==> src/rtl/lz77_pkg.sv <==
// Shared constants and FSM state type for the LZ77 decoder.
// Optional codeword checking is enabled by defining LZ77_DEC_CHECK_EN.
package lz77_pkg;

    localparam int unsigned SEARCH_DEPTH = 9;
    localparam logic [7:0]  END_CHAR     = 8'h24;
    localparam int unsigned OFFSET_W     = 4;
    localparam int unsigned LEN_W        = 3;

    typedef enum logic [1:0] {
        StIdle,
        StCopy,
        StLit,
        StDone
    } state_t;

endpackage

==> src/rtl/lz77_history.sv <==
// Sliding history window: entry 0 is the most recent character; a shift drops the oldest.
module lz77_history #(
    parameter int unsigned DEPTH = 9,
    parameter int unsigned IDX_W = 4
) (
    input  logic             i_clk,
    input  logic             i_rst,
    input  logic             i_clear,
    input  logic             i_shift,
    input  logic [7:0]       i_data,
    input  logic [IDX_W-1:0] i_rd_idx,
    output logic [7:0]       o_rd_data
);

    logic [7:0] r_mem [DEPTH];

    always_ff @(posedge i_clk or posedge i_rst) begin
        if (i_rst) begin
            for (int i = 0; i < DEPTH; i++) r_mem[i] <= '0;
        end else if (i_clear) begin
            for (int i = 0; i < DEPTH; i++) r_mem[i] <= '0;
        end else if (i_shift) begin
            r_mem[0] <= i_data;
            for (int i = 1; i < DEPTH; i++) r_mem[i] <= r_mem[i-1];
        end
    end

    // Indices past the window read as zero rather than aliasing.
    always_comb begin
        o_rd_data = '0;
        if (32'(i_rd_idx) < DEPTH) o_rd_data = r_mem[i_rd_idx];
    end

endmodule

==> src/rtl/lz77_decoder.sv <==
// LZ77 codeword decoder: (offset, length, literal) -> length copies then the literal.
// Define LZ77_DEC_CHECK_EN to flag illegal codewords on err and decode them as length 0.
module lz77_decoder #(
    parameter int unsigned SEARCH_DEPTH = lz77_pkg::SEARCH_DEPTH,
    parameter logic [7:0]  END_CHAR     = lz77_pkg::END_CHAR
) (
    input  logic       clk,
    input  logic       reset,
    input  logic       in_valid,
    output logic       in_ready,
    input  logic [3:0] in_offset,
    input  logic [2:0] in_match_len,
    input  logic [7:0] in_char,
    output logic       out_valid,
    output logic [7:0] out_char,
    output logic       done,
    output logic       err
);

    import lz77_pkg::*;

    localparam int unsigned FILL_W = $clog2(SEARCH_DEPTH + 1);

    state_t            r_state, w_state_next;
    logic [3:0]        r_offset;
    logic [2:0]        r_len;
    logic [7:0]        r_lit;
    logic [7:0]        r_out_char;
    logic [FILL_W-1:0] r_fill;

    logic       w_accept;
    logic       w_illegal;
    logic [2:0] w_len_eff;
    logic [7:0] w_hist_rd;
    logic [7:0] w_copy_char;
    logic [7:0] w_emit_char;
    logic       w_clear;

    assign w_accept  = in_valid && (r_state == StIdle);
    assign w_len_eff = w_illegal ? 3'd0 : in_match_len;

`ifdef LZ77_DEC_CHECK_EN
    logic r_err;

    always_comb begin
        w_illegal = 1'b0;
        if (32'(in_offset) >= SEARCH_DEPTH) w_illegal = 1'b1;
        if ((in_match_len != 3'd0) && (32'(in_offset) >= 32'(r_fill))) w_illegal = 1'b1;
    end

    always_ff @(posedge clk or posedge reset) begin
        if (reset) begin
            r_err <= 1'b0;
        end else if (w_accept && w_illegal) begin
            r_err <= 1'b1;
        end
    end

    assign err = r_err;
`else
    assign w_illegal = 1'b0;
    assign err       = 1'b0;
`endif

    lz77_history #(
        .DEPTH (SEARCH_DEPTH),
        .IDX_W (4)
    ) u_history (
        .i_clk     (clk),
        .i_rst     (reset),
        .i_clear   (w_clear),
        .i_shift   (out_valid),
        .i_data    (w_emit_char),
        .i_rd_idx  (r_offset),
        .o_rd_data (w_hist_rd)
    );

    // Entries beyond the fill level are always zero, so gating on fill keeps reads exact.
    assign w_copy_char = (32'(r_offset) < 32'(r_fill)) ? w_hist_rd : 8'h00;

    always_comb begin
        w_state_next = r_state;
        in_ready     = 1'b0;
        out_valid    = 1'b0;
        done         = 1'b0;
        w_clear      = 1'b0;
        w_emit_char  = r_lit;
        unique case (r_state)
            StIdle: begin
                in_ready = 1'b1;
                if (w_accept) w_state_next = (w_len_eff != 3'd0) ? StCopy : StLit;
            end
            StCopy: begin
                out_valid   = 1'b1;
                w_emit_char = w_copy_char;
                if (r_len == 3'd1) w_state_next = StLit;
            end
            StLit: begin
                out_valid    = 1'b1;
                w_state_next = (r_lit == END_CHAR) ? StDone : StIdle;
            end
            StDone: begin
                done         = 1'b1;
                w_clear      = 1'b1;
                w_state_next = StIdle;
            end
            default: w_state_next = StIdle;
        endcase
    end

    assign out_char = out_valid ? w_emit_char : r_out_char;

    always_ff @(posedge clk or posedge reset) begin
        if (reset) begin
            r_state    <= StIdle;
            r_offset   <= '0;
            r_len      <= '0;
            r_lit      <= '0;
            r_out_char <= '0;
            r_fill     <= '0;
        end else begin
            r_state <= w_state_next;
            if (w_accept) begin
                r_offset <= in_offset;
                r_len    <= w_len_eff;
                r_lit    <= in_char;
            end else if (r_state == StCopy) begin
                r_len <= r_len - 1'b1;
            end
            if (out_valid) r_out_char <= w_emit_char;
            if (w_clear) begin
                r_fill <= '0;
            end else if (out_valid && (r_fill != FILL_W'(SEARCH_DEPTH))) begin
                r_fill <= r_fill + 1'b1;
            end
        end
    end

endmodule

==> config.mk <==
export PLATFORM = sky130hd
export DESIGN_NAME = lz77_decoder
export DESIGN_NICKNAME = d
export VERILOG_FILES = /design/src/rtl/lz77_pkg.sv /design/src/rtl/lz77_history.sv /design/src/rtl/lz77_decoder.sv
export SDC_FILE = /design/constraint.sdc
export NUM_CORES = 1
export LEC_CHECK = 0
export BUFFER_PORTS_ARGS = -buffer_cell sky130_fd_sc_hd__buf_4
export CAP_MARGIN = 20
export CORE_UTILIZATION = 40
export CTS_BUF_LIST = sky130_fd_sc_hd__clkbuf_4 sky130_fd_sc_hd__clkbuf_8
export DETAILED_ROUTE_END_ITERATION = 10
export SLEW_MARGIN = 20
export SYNTH_ARGS = -nofsm -noshare
export SYNTH_HDL_FRONTEND = slang
export SYNTH_HIERARCHICAL = 1
export SYNTH_SLANG_ARGS = --single-unit
export TNS_END_PERCENT = 1
==> constraint.sdc <==
create_clock -name clk -period 1.8 [get_ports clk]
set_input_delay 0.09 -clock clk [delete_from_list [all_inputs] [get_ports clk]]
set_output_delay 0.09 -clock clk [all_outputs]
set_load 0.02 [all_outputs]
==> results of run 1 <==
-- layout make-up --
cell class / count / area (sq um)
flip-flops and latches: 101 / 2530
multi-input cells: 323 / 2550
clock buffers: 11 / 139
well taps: 172 / 215
clock inverters: 4 / 50.0
fillers: 1159 / 6230
repair buffers: 83 / 827
inverters: 19 / 75.1
-- final timing paths --
path                               start                  end  slack [ns]  cells after the start
setup / recovery             r_offset[0]          out_char[5]       -0.43                      7
hold / removal                  in_valid           r_state[0]        0.18                      4
setup reg to reg             r_offset[0]  u_history/r_mem[69]       -0.13                      8
hold reg to reg            r_out_char[1]        r_out_char[1]        0.51                      2
max in group asynchronous          reset  u_history/r_mem[67]        1.09                      4
min in group asynchronous          reset   u_history/r_mem[1]        0.36                      4
-- timing repair --
item | CTS | global route
hold buffers | 16 | 0
setup buffers | 3 | 1
pin swaps | 3 | 14
resized for setup | 28 | 15
hold endpoints to repair | 116 | 0
endpoints found under the setup margin | 19 | 17
-- power by group --
group / internal, W / total, W / switching [W]
Sequential: 0.00328 / 0.00402 / 0.000740
Clock: 0.000665 / 0.00142 / 0.000758
Combinational: 0.00409 / 0.00839 / 0.00430
-- metrics by stage --
step | setup WS [ns] | cells | hold WS (ns) | power [W]
5_1_grt | -0.538 | 713 | 0.201 | 0.0149
4_1_cts | -0.461 | 712 | 0.157 | 0.0138
3_5_place_dp | -0.233 | 678 | 0.233 | 0.0118
6_report | -0.430 | 713 | 0.178 | 0.0138
2_1_floorplan | -0.00541 | 474 | 0.168 | 0.00937
3_3_place_gp | -0.215 | 678 | 0.216 | 0.0117
-- worst max-delay path: stages, from the launching register on --
cell     delay, ns
dfrtp_1       0.40
buf_6         0.14
mux4_2        0.48
or2_0         0.21
a32o_2        0.26
nand2_2       0.08
o21ai_4       0.06
buf_6         0.15
-- state kept, by name, summed over array words and instances (netlist names) --
register / cells
r_out_char: 8
u_history/r_mem: 72
r_offset: 4
r_state: 2
r_len: 3
r_lit: 8
r_fill: 4
-- per-layer routing --
| metal | GRT usage [%] | share of wire (%) | up-vias |
|---|---|---|---|
| li1 | - | - | 1747 |
| met1 | 23.0 | 48 | 1762 |
| met2 | 28.2 | 48 | 41 |
| met3 | 3.03 | 2.0 | 15 |
| met4 | 5.56 | 1.6 | 0 |
| met5 | 0 | 0 | - |
-- layout by cell type, fill, tap and decap left out, drive strengths merged, types with 11 or more instances in the layout --
cell / netlist / layout
buf: 20 / 67
clkbuf: 11 / 11
dfrtp: 101 / 101
dlygate4sd3: 0 / 16
ha: 11 / 11
inv: 19 / 18
mux2: 19 / 19
mux2i: 95 / 95
nand2: 26 / 26
nor2: 82 / 82
o21ai: 26 / 26
-- cells by family after synthesis --
group | count (synthesis) | synth area share, %
other cells | 1 | 0.0725
xor+xnor | 5 | 0.847
mux | 116 | 23.4
compound gates | 59 | 8.30
flops | 101 | 48.9
fa+ha+maj | 11 | 2.66
buf+inv | 50 | 4.65
simple gates | 131 | 11.2
==> impl_metrics.tcl, run 1 <==
set metrics [dict create \
    status "finished with violations" \
    routedWlPerCell_um 15.1 \
    setup_viol_count_final 15 \
    grt_use_total_pct 17.1 \
    layout.nets 566 \
    ir_worst_vdd_mv 0.841 \
    synth_flop_cell "dfrtp_1" \
    drt.antenna.violating_nets 0 \
    hpwl_um 7180 \
    initial_utilization_pct 41.0 \
    cts_root_buffer "clkbuf_8" \
    post_route_cells_drive_above_1_share_pct 26.8 \
    cts_buffer_depth 2 \
    grt_max_degree 76 \
    clock.fmax_ghz 0.448 \
    violations "negative setup slack" \
    grt_pass1_wl_um 17800 \
    htree_levels 3 \
    fp-row-count 41 \
    cp-end-kind "output port" \
    ys_top_cells_by_count "dfrtp_1 (101), mux2i_1 (95), nor2_1 (82), nand2_1 (25)" \
    worst_slack_ns -0.430 \
    critPathRequiredTime_ns 1.71 \
    ys_ff_latch 101 \
    criticalPathCategory "flop to output port" \
    finalCritPeriodShare_pct 124 \
    place_area_sq_um 5830 \
    yosysSeqAreaShare_pct 48.9 \
    first_global_vias 3601 \
    ys_async_sr_fraction_pct 100 \
    fin_worst_skew_ns 0.00821 \
    die_h_um 116 \
    clkTransAtPathRegs_ns 0.09 \
    finalMaxSlewViolations 0 \
    yosysMostFrequentCell "dfrtp_1" \
    drtPass1Iterations 4 \
    num_vias 3565 \
    final_util_pct 50.6 \
    synth_cells 474 \
    crit_fanout 3 \
    cts.sinks 101 \
    antenna_found_initial 0 \
    cp-start-kind "flop" \
    ys_warn_count 6 \
    setup_tns_ns -3.91 \
    critPathArrivalTime_ns 2.14 \
    synth_cell_type_count 38 \
    hp-class "primary input to flop" \
    antennaDiodeCount 0 \
    die-area_sq_um 13400 \
    synthToLayoutAreaGrowth_pct 23.5 \
    p_leak_nw 3.15 \
    grt-ovfl-total 0 \
    rsz0062_at_grt "yes" \
    finalHoldViolCount 0 \
    io_pins 30 \
    ys_top_cells_by_area "dfrtp_1 (49%), mux2i_1 (18%), nor2_1 (6.0%), mux2_2 (4.1%), ha_1 (2.7%)" \
    gp_congestion 0.744 \
    viasPerCell 5.00 \
    coreArea_sq_um 12600 \
    routed_wirelength_um 10800 \
    powerDensity_nw_per_um2 2170 \
    clk_latency_ns 0.36 \
    numCtsBuffers 9 \
    die_w_um 116 \
    synth_area_per_cell_sq_um 10.9 \
    drc 0 \
    cts_tree "built" \
    fin_crit_ns 2.23 \
    synth_edf_count 0 \
    port_buffers 28 \
    synth_top_area_share_pct 48.9 \
    synth_area_leader_cell "dfrtp_1" \
    final_area_sq_um 6390 \
    maxCapViolCount 0 \
    synth_area_sq_um 5170 \
    drtIter0Drc 215 \
    synth_fp_nets 503 \
]
Power figures use the tool's default switching activity.
==> run 2, diff against run 1 <==
--- a/config.mk
+++ b/config.mk
@@ -10,6 +10,7 @@
 export CORE_UTILIZATION = 40
 export CTS_BUF_LIST = sky130_fd_sc_hd__clkbuf_4 sky130_fd_sc_hd__clkbuf_8
 export DETAILED_ROUTE_END_ITERATION = 10
+export SETUP_SLACK_MARGIN = 0.5
 export SLEW_MARGIN = 20
 export SYNTH_ARGS = -nofsm -noshare
 export SYNTH_HDL_FRONTEND = slang
==> run 2 against run 1 <==
The run still ends with negative setup slack left. First-iteration DRC count decreased by 13%. Sequential power increased by 1%. Clock skew grew 0.00073 ns. Cell area increased by 1.6%. Clock-buffer cell count stayed put. Die area did not move. Wire length increased by 1.8%. Fmax increased by 0.13%. Critical path type unchanged. Critical endpoint unchanged.
==> impl_metrics.tcl, run 2 (synthesized netlist as in run 1, its figures left out) <==
set metrics [dict create \
    synthToLayoutAreaGrowth_pct 25.5 \
    p_clk_share_pct 10.1 \
    critPathArrivalTime_ns 2.14 \
    cts_root_buffer "clkbuf_8" \
    post_route_cells_drive_above_1_share_pct 27.6 \
    whs_ns 0.177 \
    drc 0 \
    path_depth 7 \
    min-delay-start "in_valid" \
    slowest_stage "mux4_2" \
    grt_max_degree 76 \
    criticalPathCategory "flop to output port" \
    num_vias 3583 \
    violations "negative setup slack" \
    setup_tns_ns -3.58 \
    die_h_um 116 \
    p_comb_share_pct 61.1 \
    path_delay_family "multiplexers" \
    cts_tree "built" \
    reg2regPathDepth 8 \
    rsz0062_at_grt "yes" \
    p_leak_nw 3.17 \
    numCtsBuffers 9 \
    pwr-share-seq_pct 28.8 \
    grt_pass1_wl_um 17900 \
    min_to "r_len[0]" \
    setup_viol_count_final 15 \
    die-area_sq_um 13400 \
    crit_chain "buf_6 -> mux4_2 -> or2_0 -> a32o_2 -> nand2_2 -> o21ai_4 -> buf_6" \
    place_ws_ns -0.233 \
    hp-class "primary input to flop" \
    coreArea_sq_um 12600 \
    viasPerCell 5.03 \
    critPathRequiredTime_ns 1.71 \
    intPower_w 0.00822 \
    clock.fmax_ghz 0.449 \
    layout.nets 565 \
    routedWlPerCell_um 15.4 \
    worst_slack_ns -0.427 \
    io_pins 30 \
    finalMaxSlewViolations 0 \
    r2r-start "r_offset[0]" \
    switching_share_pct 41.7 \
    status "finished with violations" \
    finalCritPeriodShare_pct 124 \
    fin_crit_ns 2.23 \
    fp-row-count 41 \
    htree_levels 3 \
    drt.antenna.violating_nets 0 \
    first_global_vias 3604 \
    p_sw_w 0.00589 \
    drtIter0Drc 186 \
    die_w_um 116 \
    largest_reg_flops 72 \
    crit_buf_inv 2 \
    regMostFlops "u_history/r_mem" \
    antenna_found_initial 0 \
    cp-start-kind "flop" \
    final_common_cell "dfrtp_1" \
    fin_worst_skew_ns 0.00893 \
    port_buffers 28 \
    clk_latency_ns 0.36 \
    drtPass1Iterations 6 \
    path_common_cell "buf_6" \
    maxCapViolCount 0 \
    cts_buffer_depth 2 \
    r2r_setup_slack_ns -0.13 \
    whs_path_depth 3 \
    finalHoldViolCount 0 \
    cp-end-kind "output port" \
    mostFrequentLayoutCells "dfrtp_1 (98), mux2i_1 (95), nor2_1 (80)" \
    powerDensity_nw_per_um2 2170 \
    grt-ovfl-total 0 \
    worstReg2RegEnd "u_history/r_mem[69]" \
    initial_utilization_pct 41.0 \
    clkTransAtPathRegs_ns 0.09 \
    reg.largest.list "u_history/r_mem: 72 flops, r_lit: 8 flops, r_out_char: 8 flops" \
    grt_use_total_pct 17.3 \
    cts.sinks 101 \
    hpwl_um 7180 \
    gp_congestion 0.744 \
    ir_worst_vdd_mv 0.870 \
    crit_fanout 3 \
    antennaDiodeCount 0 \
    cpPeakStageDelay_ns 0.48 \
    routed_wirelength_um 11000 \
]
## run 2: worst max path at each step
stage / slack (ns) / to / start
floorplan: -0.005 / r_out_char[0] / r_state[0]
global placement: -0.21 / out_char[2] / r_offset[0]
detailed placement: -0.23 / out_char[2] / r_offset[0]
CTS: -0.46 / out_char[5] / r_offset[0]
global route: -0.54 / out_char[5] / r_offset[0]
finish: -0.43 / out_char[5] / r_offset[0]
## run 2: stage by stage
stage | power [W] | std cells | instance area [sq um] | util, %
2_1_floorplan | 0.00937 | 474 | 5200 | -
3_3_place_gp | 0.0117 | 678 | 5830 | 46.2
6_report | 0.0141 | 712 | 6490 | 51.4
3_5_place_dp | 0.0118 | 678 | 5830 | 46.2
4_1_cts | 0.0139 | 712 | 6360 | 50.4
5_1_grt | 0.0151 | 712 | 6490 | 51.4
## run 2: per-layer routing
layer  GRT usage (%)  vias up  routed length (um)
met5               0        -                   0
met4            5.56        0                 167
met3            2.98       15                 186
met2            28.6       35                5270
met1            23.1     1785                5330
li1                -     1748                   -
## run 2: tightest hold or removal path, cell delays in order
cell,delay [ns]
buf_4,0.14
nand2_8,0.17
a21oi_1,0.09
## run 2: what timing repair did
action | in CTS | in global routing
endpoints found under the hold margin | 116 | 0
gates resized for setup | 39 | 30
setup buffers | 3 | 0
hold buffers | 16 | 0
pin swaps | 11 | 22
setup endpoints to repair | 112 | 111
## run 2: power groups by stage
stage / Clock, W / Combinational [W] / Sequential (W)
6_report: 0.00142 / 0.00862 / 0.00406
5_1_grt: 0.00155 / 0.00939 / 0.00419
4_1_cts: 0.00149 / 0.00839 / 0.00402
3_5_place_dp: 0 / 0.00778 / 0.00404
3_3_place_gp: 0 / 0.00764 / 0.00402
2_1_floorplan: 0 / 0.00557 / 0.00380
## run 2: layout make-up
class	count	area, sq um
fillers	1145	6130
inverters	19	77.6
repair buffers	82	832
well taps	172	215
flip-flops and latches	101	2530
multi-input cells	323	2640
clock inverters	4	50.0
clock buffers	11	139
